`src/rtl/rr_mux_reg.sv`:
```
// rr_mux_reg: N-channel registered multiplexer with round-robin arbitration.
// Define RR_MUX_FIXED_PRIO_EN to replace round-robin with fixed priority (channel 0 highest).
module rr_mux_reg #(
  parameter  int N     = 4,
  parameter  int WIDTH = 8,
  localparam int SELW  = $clog2(N)
) (
  input  logic                 clk,
  input  logic                 rst,
  input  logic [N-1:0]         in_valid,
  input  logic [N*WIDTH-1:0]   in_data,
  output logic [N-1:0]         in_ready,
  output logic                 out_valid,
  output logic [WIDTH-1:0]     out_data,
  output logic [SELW-1:0]      out_sel,
  input  logic                 out_ready
);

  // Handshake: a beat moves on a rising edge where its valid and ready are both high.
  // in_ready is one-hot or zero; out_valid stays high with stable data until out_ready.
  logic             load;
  logic             any_valid;
  logic [N-1:0]     lo_mask;
  logic [N-1:0]     hi_req;
  logic [N-1:0]     req_sel;
  logic [N-1:0]     grant_oh;
  logic [SELW-1:0]  grant;
  logic [WIDTH-1:0] grant_data;

`ifdef RR_MUX_FIXED_PRIO_EN
  assign lo_mask = '0;
`else
  logic [SELW-1:0] ptr;
  // Channels below ptr are only considered when nothing at or above ptr requests.
  assign lo_mask = (N'(1) << ptr) - N'(1);
`endif

  assign hi_req    = in_valid & ~lo_mask;
  assign req_sel   = (|hi_req) ? hi_req : in_valid;
  assign grant_oh  = req_sel & (~req_sel + N'(1));
  assign any_valid = |in_valid;
  assign load      = ~out_valid | out_ready;
  assign in_ready  = (load && !rst) ? grant_oh : '0;

  always_comb begin
    grant      = '0;
    grant_data = '0;
    for (int i = 0; i < N; i++) begin
      if (grant_oh[i]) begin
        grant      = SELW'(i);
        grant_data = in_data[i*WIDTH +: WIDTH];
      end
    end
  end

  always_ff @(posedge clk or posedge rst) begin
    if (rst) begin
      out_valid <= 1'b0;
      out_data  <= '0;
      out_sel   <= '0;
`ifndef RR_MUX_FIXED_PRIO_EN
      ptr       <= '0;
`endif
    end else if (load) begin
      if (any_valid) begin
        out_valid <= 1'b1;
        out_data  <= grant_data;
        out_sel   <= grant;
`ifndef RR_MUX_FIXED_PRIO_EN
        ptr       <= (grant == SELW'(N-1)) ? '0 : grant + 1'b1;
`endif
      end else begin
        out_valid <= 1'b0;
      end
    end
  end

endmodule

```
`config.mk`:
```
export PLATFORM = sky130hd
export DESIGN_NAME = rr_mux_reg
export DESIGN_NICKNAME = d
export VERILOG_FILES = /design/src/rtl/rr_mux_reg.sv
export SDC_FILE = /design/constraint.sdc
export NUM_CORES = 1
export LEC_CHECK = 0
export ABC_AREA = 1
export BUFFER_PORTS_ARGS = -buffer_cell sky130_fd_sc_hd__buf_2
export CORE_UTILIZATION = 43
export CTS_CLUSTER_DIAMETER = 60
export CTS_CLUSTER_SIZE = 10
export DETAILED_ROUTE_END_ITERATION = 12
export GPL_ROUTABILITY_DRIVEN = 0
export PLACE_DENSITY = 0.87
export SLEW_MARGIN = 30
export SYNTH_ARGS = -nofsm -noshare
export SYNTH_HDL_FRONTEND = slang
export SYNTH_SLANG_ARGS = --single-unit
```
`constraint.sdc`:
```
create_clock -name clk -period 1.8 [get_ports clk]
set_input_delay 0.09 -clock clk [delete_from_list [all_inputs] [get_ports clk]]
set_output_delay 0.09 -clock clk [all_outputs]
set_load 0.005 [all_outputs]
```
==> summary.txt <==
Yosys
  • Yosys top cell area share: between 30% and 40%
  • Netlist cell types: 23
  • Post-Syn Area: around 950 um2
  • Leading area contributor after synthesis: dfrtp_1
  • Synthesized net count: 182
  • Seq cells post-synth: 13
  • Synthesized area per cell: about 6.6 um2
  • Sequential cell area fraction in the yosys report: between 30 and 40%
  • Yosys Warn Count: 0
  • Synth area leaders: dfrtp_1 (34%), nand2_1 (18%), nand3_1 (12%)
  • Mapped Cells: roughly 140

Clock network
  • CTS Sinks: 13
  • Longest Clk Path Bufs: 2
  • CTS clk-pin slew, worst paths: ~0.08 ns
  • Htree depth: 1
  • Worst-skew pair later-pin latency: 0.28 ns
  • Root Buffer: clkbuf_4
  • CTS tree: built
  • CTS Buf Count: 3

Setup path
  • Origin of the critical flop-to-flop path: ptr[1]
  • Reg-to-Reg End: out_data[5]
  • Crit path required time: 1.71 ns
  • Critical-path top delay cell: dfrtp_2
  • Critical path class: reg -> out
  • CP max FO: 6
  • Flop2flop setup slack: around 0.14 ns
  • R2R cell count: 9
  • Crit path DAT: around 1.6 ns
  • Critical path's top delay family: simple AND/OR/NAND/NOR gates
  • CP most frequent cell: nand2_2
  • Worst-path cell chain: nand2_2 -> nand2_2 -> nand4_1 -> nand2_2 -> nor2_8 -> nand2_2 -> nor2_1 -> buf_2
  • Crit start category: flip-flop
  • WP buf/inv: 1
  • Worst setup EP type: output pin
  • Critical path's largest stage delay: about 0.45 ns

Final layout
  • Post-route cell area: around 1300 um2
  • Area delta synth->final: 40.5%
  • Diodes inserted: 0
  • Nets: approximately 250
  • Core Util, Final: between 60% and 70%
  • Fraction of layout cells with a size suffix above 1: between 30% and 40%

Timing
  • Relative slew slack: between 80% and 90%
  • Worst Skew: about 0.0046 ns
  • Part of the cycle the worst path needs: between 90% and 100%
  • Achievable frequency: ~0.58 GHz
  • Least-Margin Pin Slew: around 0.30 ns
  • Pins Over Slew Limit: 0
  • Worst hold slack: between 0.09 and 0.1 ns
  • Setup_tns: 0 ns
  • Final setup fails: 0
  • Fin crit period: around 1.7 ns
  • Fin. Hold Viols: 0

Route
  • DRT Pass-1 Iters: 4
  • Routed WL: 2720 um
  • DRT iter0 DRCs: 21
  • Vias: roughly 1.2k
  • Post-route ant nets: 0
  • DR WL/cell: 11.7 um
  • Vias per inst: ~5
  • DR DRC count: 0

Global routing
  • GR Overflow Total: 0
  • First-pass GRT wire length: approximately 4800 um
  • Initial antenna violation count: 0
  • Vias in the first global route: approximately 1.1k
  • Total Routing Usage GR: 25.6%
  • Largest net degree at the start of global routing: 18

Placement
  • Post-DP HPWL: roughly 2000 um
  • Area after DPL: 1250 um2
  • IO Port Bufs: 53

Worst hold path
  • Worst Hold Path EP: out_valid
  • HP Class: in -> reg
  • Hold Crit Start: out_ready
  • Hold Path Stages: 4

Floorplanning
  • Die height: a little under 50 um
  • Initial Util: a little under half
  • Die width: about 49 um
  • I/O pins: 54
  • # rows: 16
  • Core ar.: 2020 um2
  • Die Footprint: around 2400 um2

Pwr
  • Pleak: 0.775 nW
  • Final Power: 1.48 mW
  • Pwr dens: ~1100 nW/um2
  • Peak supply drop: 0.497 mV

Run
  • Maxcap violations: 0

Status
  • Status: finished clean
area by class of cell:
| class | instances | area [um2] |
|---|---|---|
| clock buffers | 4 | 26.3 |
| fillers | 177 | 689 |
| inverters | 18 | 71.3 |
| multi-input cells | 110 | 554 |
| flip-flops and latches | 13 | 327 |
| well taps | 27 | 33.8 |
| repair buffers | 60 | 320 |
power by group:
part	total (mW)	leakage, nW	internal (mW)	switching [mW]
sequential	0.488	0.151	0.405	0.0827
combinational	0.809	0.610	0.336	0.473
clock	0.184	0.0150	0.0860	0.0978
cell usage in the layout, fill, tap and decap left out, drive strengths merged, types with 2 or more instances in the layout:
cell type and n:
clkbuf 4, inv 17, nor2 23, a21oi 3
o21ai 4, nand3 23, buf 59, dfrtp 13
nand2 51, nand4 2
synthesized netlist by cell type:
cell and n:
nor2_8 1, nand4_1 1, o21ai_2 1, nand2_1 46
clkinv_1 1, nand2_8 1, inv_1 13, a21oi_2 1
a22oi_1 1, nand3_1 23, o21a_1 1, nor2_2 1
nand4_4 1, nand2_2 4, a21oi_1 2, buf_2 1
o21ai_0 3, nor2_1 21, a31oi_1 1, buf_6 1
dfrtp_1 13, nor3_2 1, inv_2 4
kinds of logic (layout without fill, tap and decap cells):
family	after synthesis	after routing	synth area share (%)
AO/OA/AOI/OAI	10	10	6.73
flip-flops	13	13	34.3
buffers and inverters	20	82	8.84
AND/OR/NAND/NOR	100	100	50.1
what timing repair did:
item / in CTS / in global routing
setup buffers: 2 / 2
hold buffers: 1 / 0
endpoints found under the setup margin: 3 / 8
resized for setup: 1 / 4
pin swaps: 2 / 1
endpoints found under the hold margin: 13 / 0
flip-flops by register name, indices dropped and copies added (netlist names):
| register | cells |
|---|---|
| out_data | 8 |
| out_sel | 2 |
| out_valid | 1 |
| ptr | 2 |
worst reg2reg max path, cell delays in order (launching register included):
cell     delay (ns)
dfrtp_2        0.45
nor3_2         0.28
inv_2          0.11
nand2_8        0.14
nor2_4         0.06
buf_4          0.16
nand2_1        0.06
nand2_1        0.04
o21ai_0        0.16
nand2_1        0.08
worst max path at each step:
stage	endpoint	startpoint	depth (start not counted)
after global routing	in_ready[2]	ptr[1]	8
after CTS	in_ready[1]	ptr[1]	8
after global placement	ptr[0]	ptr[1]	9
after detailed placement	ptr[0]	ptr[1]	9
final	in_ready[3]	ptr[1]	8
after floorplan	ptr[0]	ptr[1]	9
metrics by stage:
step	setup WS, ns	std cells
final	0.0684	232
after CTS	0.00289	230
after detailed placement	0.0981	223
after global routing	-0.0154	232
after global placement	0.164	223
after floorplan	0.379	143
routing by layer:
layer	track usage [%]	part of all wire, %
met1	30.6	40
met2	45.4	52
met3	4.67	6.1
met4	9.80	1.8
met5	0	0
No activity file was read; power rests on OpenSTA's default activity.
